===== src/rtl/if_stage_pkg.sv =====
// ============================================================================
// Module      : if_stage_pkg
// Description : Shared widths, constants and fetch FSM state type for the
//               instruction-fetch stage.
// Revision    : 1.0 - initial release
// ============================================================================
`default_nettype none

package if_stage_pkg;

    localparam int PC_W    = 16;
    localparam int INSTR_W = 16;
    localparam int REG_W   = 4;

    localparam logic [INSTR_W-1:0] NOP_INSTR = 16'h0000;
    localparam logic [3:0]         OP_HALT   = 4'hF;

    typedef enum logic [0:0] {
        ST_RUN    = 1'b0,
        ST_HALTED = 1'b1
    } fetch_state_e;

    function automatic logic is_halt(input logic [INSTR_W-1:0] instr);
        return (instr[INSTR_W-1:INSTR_W-4] == OP_HALT);
    endfunction

endpackage : if_stage_pkg

`default_nettype wire


===== src/rtl/if_stage_pc_reg.sv =====
// ============================================================================
// Module      : pc_reg
// Description : Program counter register with load (redirect) taking priority
//               over increment; increment wraps modulo 2^WIDTH.
// Revision    : 1.0 - initial release
// ============================================================================
`default_nettype none

module pc_reg
    import if_stage_pkg::*;
#(
    parameter int WIDTH = PC_W
) (
    input  logic             clk,
    input  logic             rst,
    input  logic             en,
    input  logic             load,
    input  logic [WIDTH-1:0] load_value,
    output logic [WIDTH-1:0] pc
);

    logic [WIDTH-1:0] r_pc;
    logic [WIDTH-1:0] w_pc_inc;

    assign w_pc_inc = r_pc + {{(WIDTH-1){1'b0}}, 1'b1};

    always_ff @(posedge clk or posedge rst) begin
        if (rst) begin
            r_pc <= '0;
        end else if (load) begin
            r_pc <= load_value;
        end else if (en) begin
            r_pc <= w_pc_inc;
        end
    end

    assign pc = r_pc;

endmodule : pc_reg

`default_nettype wire


===== src/rtl/if_stage.sv =====
// ============================================================================
// Module      : if_stage
// Description : Pipeline fetch stage: PC, IF/ID register and RUN/HALTED FSM.
//               Optional stall counter port enabled by IF_STALL_COUNT_EN.
// Revision    : 1.0 - initial release
// ============================================================================
`default_nettype none

module if_stage
    import if_stage_pkg::*;
(
    input  logic               clk,
    input  logic               rst,
    input  logic               PCWrite,
    input  logic               IFIDWrite,
    input  logic               branch_taken,
    input  logic [PC_W-1:0]    branch_target,
    output logic [PC_W-1:0]    imem_addr,
    input  logic [INSTR_W-1:0] imem_data,
    output logic [INSTR_W-1:0] ifid_instr,
    output logic [PC_W-1:0]    ifid_pc,
    output logic               ifid_valid,
    output logic [REG_W-1:0]   ifid_rs,
    output logic [REG_W-1:0]   ifid_rt,
    output logic               halted
`ifdef IF_STALL_COUNT_EN
    ,
    output logic [15:0]        stall_cycles
`endif
);

    fetch_state_e        r_state;
    fetch_state_e        w_state_next;

    logic [PC_W-1:0]     w_pc;
    logic                w_pc_en;
    logic                w_pc_load;
    logic                w_ifid_nop;
    logic                w_ifid_capture;
    logic                w_halt_seen;

    logic [INSTR_W-1:0]  r_ifid_instr;
    logic [PC_W-1:0]     r_ifid_pc;
    logic                r_ifid_valid;

    pc_reg #(
        .WIDTH      (PC_W)
    ) u_pc_reg (
        .clk        (clk),
        .rst        (rst),
        .en         (w_pc_en),
        .load       (w_pc_load),
        .load_value (branch_target),
        .pc         (w_pc)
    );

    assign w_halt_seen = r_ifid_valid && is_halt(r_ifid_instr);

    always_ff @(posedge clk or posedge rst) begin
        if (rst) begin
            r_state <= ST_RUN;
        end else begin
            r_state <= w_state_next;
        end
    end

    // A redirect outranks a HALT sitting in IF/ID, which outranks normal fetch.
    always_comb begin
        w_state_next   = r_state;
        w_pc_en        = 1'b0;
        w_pc_load      = 1'b0;
        w_ifid_nop     = 1'b0;
        w_ifid_capture = 1'b0;
        case (r_state)
            ST_RUN: begin
                if (branch_taken) begin
                    w_pc_load  = 1'b1;
                    w_ifid_nop = 1'b1;
                end else if (w_halt_seen) begin
                    w_state_next = ST_HALTED;
                    w_ifid_nop   = 1'b1;
                end else begin
                    w_pc_en        = PCWrite;
                    w_ifid_capture = IFIDWrite;
                end
            end
            ST_HALTED: begin
                w_ifid_nop = 1'b1;
            end
            default: begin
                w_state_next = ST_RUN;
            end
        endcase
    end

    // A bubble keeps the previous ifid_pc; only the instruction and valid change.
    always_ff @(posedge clk or posedge rst) begin
        if (rst) begin
            r_ifid_instr <= NOP_INSTR;
            r_ifid_pc    <= '0;
            r_ifid_valid <= 1'b0;
        end else if (w_ifid_nop) begin
            r_ifid_instr <= NOP_INSTR;
            r_ifid_valid <= 1'b0;
        end else if (w_ifid_capture) begin
            r_ifid_instr <= imem_data;
            r_ifid_pc    <= w_pc;
            r_ifid_valid <= 1'b1;
        end
    end

`ifdef IF_STALL_COUNT_EN
    logic [15:0] r_stall_cnt;

    always_ff @(posedge clk or posedge rst) begin
        if (rst) begin
            r_stall_cnt <= 16'h0000;
        end else if ((r_state == ST_RUN) && !PCWrite && !branch_taken
                     && (r_stall_cnt != 16'hFFFF)) begin
            r_stall_cnt <= r_stall_cnt + 16'h0001;
        end
    end

    assign stall_cycles = r_stall_cnt;
`endif

    assign imem_addr  = w_pc;
    assign ifid_instr = r_ifid_instr;
    assign ifid_pc    = r_ifid_pc;
    assign ifid_valid = r_ifid_valid;
    assign ifid_rs    = r_ifid_instr[7:4];
    assign ifid_rt    = r_ifid_instr[3:0];
    assign halted     = (r_state == ST_HALTED);

endmodule : if_stage

`default_nettype wire


===== config.mk =====
export PLATFORM = sky130hd
export DESIGN_NAME = if_stage
export DESIGN_NICKNAME = d
export VERILOG_FILES = /design/src/rtl/if_stage_pkg.sv /design/src/rtl/if_stage_pc_reg.sv /design/src/rtl/if_stage.sv
export SDC_FILE = /design/constraint.sdc
export NUM_CORES = 1
export LEC_CHECK = 0
export CAP_MARGIN = 20
export CORE_UTILIZATION = 35
export DETAILED_ROUTE_END_ITERATION = 6
export MAX_ROUTING_LAYER = met4
export PLACE_DENSITY = 0.66
export SETUP_SLACK_MARGIN = 0.02
export SYNTH_ARGS = -nofsm -noshare
export SYNTH_HDL_FRONTEND = slang
export SYNTH_SLANG_ARGS = --single-unit

===== constraint.sdc =====
create_clock -name clk -period 4.66 [get_ports clk]
set_clock_uncertainty 0.05 [all_clocks]
set_input_delay 0.932 -clock clk [delete_from_list [all_inputs] [get_ports clk]]
set_output_delay 0.932 -clock clk [all_outputs]
set_load 0.03 [all_outputs]

# Word-level counts from Yosys, hierarchy flattened
# Cells that the tools add are included.
dict set report classes {
  eq_ne 1
  addsub 1
  bitwise 2
  reduce_logical 4
  mux 19
}
# operator n
set ops {}
lappend ops {{2-to-1 mux 16 bit} 4}
lappend ops {{adder 16 x 1 -> 16 bit, second input constant} 1}
lappend ops {{2-to-1 mux 1 bit} 14}
lappend ops {{== test 4 bit, second input constant} 1}
lappend ops {{nonzero test 2 bit} 2}
lappend ops {{NOT 1 bit} 2}
lappend ops {{case mux 1 bit (2 select lines)} 1}
lappend ops {{AND reduction 2 bit} 1}
lappend ops {{logical AND 1 bit} 1}
dict set report totals {
  output_inout_bits 58
  reg_bits 50
  wordCells 32
  in_bits 37
}

# Logic depth before layout (Yosys ltp)
dict set report depth {
  depth_word 7
  mapped_depth 6
  depth_no_buf 5
}

# By module
# From an unflattened synthesis, not the netlist that was laid out.
dict set report unflattened {
  cells_unflattened 208
  area_unflattened_um2 2389.8
}
# module cells_each seq_area_each_um2 area_each_um2 instances
set by_module_without_submodules {}
lappend by_module_without_submodules {if_stage 107 850.8 1472.7 1}
lappend by_module_without_submodules {pc_reg 101 400.4 917.1 1}

# Worst setup path after synthesis
# Ideal clock, no wire load.
dict set report synth_path {
  path_type {input to register}
  start {input branch_taken}
  end {register r_ifid_pc[0], in the netlist ifid_pc[0]}
  setup_ns 0.125
  cell_stages 5
  path_slack_ns 2.486
  path_buffers 2
  t_arrival_ns 2.000
  required_time_ns 4.485
  cell_sequence {buf_2 > nor2_2 > nand3_1 > buf_4 > mux2_2}
}
dict set report synth_via {
  elab_chain_cells 4
  elab_cells_between_ends 6
  cone_classes {4 x mux; 1 x bitwise; 1 x reduce/logical}
}
# element line
set synth_rtl {}
lappend synth_rtl {{start: declaration} if_stage.sv:16} ;# input logic branch_taken,
lappend synth_rtl {{2-to-1 mux 1 bit} if_stage.sv:76} ;# if (branch_taken) begin
lappend synth_rtl {{case mux 1 bit (2 select lines)} if_stage.sv:74} ;# case (r_state)
lappend synth_rtl {{NOT 1 bit (no line)} -}
lappend synth_rtl {{AND reduction 2 bit (no line) *} -}
lappend synth_rtl {{end signal: assignment} if_stage.sv:107} ;# r_ifid_pc <= w_pc;
lappend synth_rtl {{end: declaration} if_stage.sv:43} ;# logic [PC_W-1:0] r_ifid_pc;
# Mark *: on every way between the ends. The rest lies on a longest branch, timed or not.
# A chain may end at the register's enable or synchronous reset.

# Final worst setup path
dict set report layout_path {
  start {input branch_taken}
  end {register r_ifid_pc[11], in the netlist ifid_pc[11]}
}
# Same word-level chain as after synthesis.

==> flow_metrics.py <==
metrics = {
    "floorplanning": {
        "die_area_um2": 7340,
        "io_pins": 95,
        "fp.dieH_um": 85.7,
        "initial_cell_density_of_the_core_pct": 36.1,
        "rows": 30,
        "floorplan.die.width_um": 85.7,
        "design.core.area_um2": 6790,
    },
    "route": {
        "route.final.wire_length_um": 6380,
        "routed_via_density": 5.29,
        "drcViolationCount": 0,
        "number_of_drc_violations_after_detailed_routing_iteration_0": 193,
        "routedWlPerCell_um": 15.9,
        "ant_nets": 0,
        "detailroute.via_count": 2126,
        "drtPass1Iterations": 4,
    },
    "sta": {
        "final.min_clock_period_ns": 3.05,
        "actual_slew_at_the_worst_max_slew_pin_ns": 1.04,
        "final_hold_viol_count": 0,
        "max-slew-margin-rel_pct": 30.7,
        "report.final.slew_viol_count": 0,
        "fmaxAchievable_ghz": 0.328,
        "fin_tns_setup_ns": 0,
        "grt_setup_unrepaired": "no",
        "timing.final.setup_violations": 0,
        "part_of_the_cycle_the_worst_path_needs_pct": 65.4,
        "finalWorstSetupSlack_ns": 1.61,
    },
    "cells_and_area": {
        "syn_to_final_growth_pct": 44.1,
        "fillers": 619,
        "insertedDiodeCount": 0,
        "layout_cells_excl_fill": 402,
        "drive_gt1_share_pct": 11.4,
        "fin_util_pct": 52.0,
        "num-nets-final": 343,
    },
    "critical_path": {
        "crit_path_start": "branch_taken",
        "timing.rr.start": "halted$_DFF_PP0_",
        "crit_required_ns": 4.81,
        "critical_path.startpoint_type": "input port",
        "type_of_the_setup_path_with_the_least_slack": "input port to register",
        "end_kind": "register",
        "worst_ep_arrival_time_ns": 3.19,
        "critical_path.max_fanout": 19,
    },
    "synthesis": {
        "yosys_most_used_dff": "sky130_fd_sc_hd__dfrtp_1",
        "syn-cell-area_um2": 2450,
        "syn_avg_cell_area_um2": 11.1,
        "syn_inst": 221,
        "synth-seq-cells": 50,
        "yosysWarningCount": 0,
        "synth-async-reset-ratio_pct": 100,
        "synth_enable_flop_cells": 0,
        "netlist.top_cell.by_area": "sky130_fd_sc_hd__dfrtp_1",
        "synthTopCellsByArea": "sky130_fd_sc_hd__dfrtp_1 51%, sky130_fd_sc_hd__mux2_2 7.4%, sky130_fd_sc_hd__a22o_1 5.7%, sky130_fd_sc_hd__buf_4 3.1%, sky130_fd_sc_hd__nand2_1 1.8%",
        "seq_area_frac_synth_pct": 51.0,
        "ys_types": 53,
        "syn_nets": 259,
        "synth_top_area_share_pct": 51.0,
    },
    "clocking": {
        "clk-insertion-delay-late_ns": 0.31,
        "numCtsBuffers": 5,
        "cts_resized": 0,
        "cts_tree": "yes",
        "cts-hold-fix-buffers": 0,
        "htree_depth": 2,
        "clk_pin_slew_worst_paths_ns": 0.09,
        "clock_tree.buffer_depth": 2,
        "cts_setup_buffers": 0,
        "cts.sink_count": 50,
        "cts.root.buffer_cell": "sky130_fd_sc_hd__clkbuf_8",
    },
    "global_route": {
        "grt_antenna_before_repair": 0,
        "residual_overflow_from_global_routing": 0,
        "first_global_vias": 2131,
        "globalRouteTotalUtil_pct": 18.9,
        "grt_first_pass_wirelength_um": 10500,
        "pin_count_of_the_biggest_net_entering_global_routing": 51,
    },
    "placed_design": {
        "place.port_buffers": 94,
        "dp_cells": 393,
        "post-dp-hpwl_um": 4390,
        "dpl_worst_slack_ns": 1.23,
        "routabilityCongestion": 0.864,
    },
    "worst_hold_path": {
        "origin_of_the_worst_min_delay_path": "ifid_pc[10]$_DFFE_PP0P_",
        "holdCritPathClass": "register to register",
    },
    "power_and_ir_drop": {
        "totalPowerFinal_mw": 0.837,
        "p_leak_nw": 1.47,
        "powerDensity_nw_per_um2": 237,
        "ir_drop_mv": 0.121,
    },
    "run": {
        "max_cap_viol_count": 0,
    },
    "outcome": {
        "status": "completed",
    },
}
-- report_power, final --
part / switching [mW] / internal, mW
registers: 0.00771 / 0.438
logic: 0.0357 / 0.0448
clock network: 0.153 / 0.158
-- Yosys cell counts, types with 4 or more instances --
cell and instances:
sky130_fd_sc_hd__o22ai_1 4, sky130_fd_sc_hd__a22o_1 16, sky130_fd_sc_hd__nand4_1 6, sky130_fd_sc_hd__a22oi_1 4, sky130_fd_sc_hd__nand3_1 8, sky130_fd_sc_hd__nand2b_1 4, sky130_fd_sc_hd__dfrtp_1 50, sky130_fd_sc_hd__mux2_2 16
sky130_fd_sc_hd__nor4_1 4, sky130_fd_sc_hd__o211ai_1 5, sky130_fd_sc_hd__nor2_1 12, sky130_fd_sc_hd__clkbuf_1 5, sky130_fd_sc_hd__inv_1 6, sky130_fd_sc_hd__buf_4 10, sky130_fd_sc_hd__o21ai_0 4, sky130_fd_sc_hd__nand2_1 12
-- per-stage QoR --
stage | hold WS (ns) | cell area, um^2
6_report | 0.462 | 3530
5_1_grt | 0.478 | 3530
4_1_cts | 0.464 | 3510
3_5_place_dp | 0.441 | 3400
3_3_place_gp | 0.439 | 3400
2_1_floorplan | 0.646 | 2450
-- final timing paths --
| check | endpoint | slack [ns] | depth (start not counted) |
|---|---|---|---|
| setup / recovery | ifid_pc[11]$_DFFE_PP0P_ | 1.61 | 4 |
| setup reg to reg | ifid_pc[11]$_DFFE_PP0P_ | 2.41 | 3 |
| hold / removal | ifid_pc[10]$_DFFE_PP0P_ | 0.46 | 1 |
| max in group asynchronous | ifid_pc[11]$_DFFE_PP0P_ | 3.13 | 3 |
| min in group asynchronous | u_pc_reg.pc[5]$_DFFE_PP0P_ | 0.91 | 2 |
| hold reg to reg | ifid_pc[10]$_DFFE_PP0P_ | 0.46 | 1 |
-- cell families (layout without fill, tap and decap cells) --
| kind of cell | count (synthesis) | in the layout | synth area share (%) |
|---|---|---|---|
| AO/OA/AOI/OAI | 58 | 58 | 18.9 |
| XOR/XNOR | 1 | 1 | 0.357 |
| adder cells (fa/ha/maj) | 1 | 1 | 0.510 |
| buffers and inverters | 25 | 110 | 5.51 |
| flip-flops | 50 | 50 | 51.0 |
| multiplexers | 17 | 17 | 7.76 |
| AND/OR/NAND/NOR | 69 | 69 | 15.9 |
-- area by class of cell --
class                           instances  area (um^2)  area share [%]
Clock buffer                            5         68.8            1.95
Clock inverter                          3         40.0            1.13
Inverter                                7         26.3           0.744
Multi-Input combinational cell        146         1060            30.1
Sequential cell                        50         1250            35.4
Tap cell                               96          120            3.40
Timing Repair Buffer                   95          961            27.2
-- worst max-delay path, stage by stage --
cell                              delay [ns]
sky130_fd_sc_hd__clkdlybuf4s50_1        0.72
sky130_fd_sc_hd__nor2_2                 0.37
sky130_fd_sc_hd__nand3_1                0.64
sky130_fd_sc_hd__mux2_2                 0.52
-- routing by layer --
layer	global-route usage, %	routed length [um]	vias up
li1	-	-	1002
met1	24.9	2940	1026
met2	28.4	2900	92
met3	5.77	489	6
met4	5.15	46	0
met5	-	0	-
-- cell usage in the layout (no fill, tap or decap), drive strengths merged, types with 4 or more instances in the layout --
cell type	instances
o21ai	6
nand2b	4
mux2	16
nand4	7
nand3	8
nand2	12
clkdlybuf4s50	94
clkbuf	5
o211ai	5
inv	7
nor2	13
and3	4
a22oi	4
a22o	16
dfrtp	50
o22ai	4
nor4	4
No activity file was read; power rests on OpenSTA's default activity.
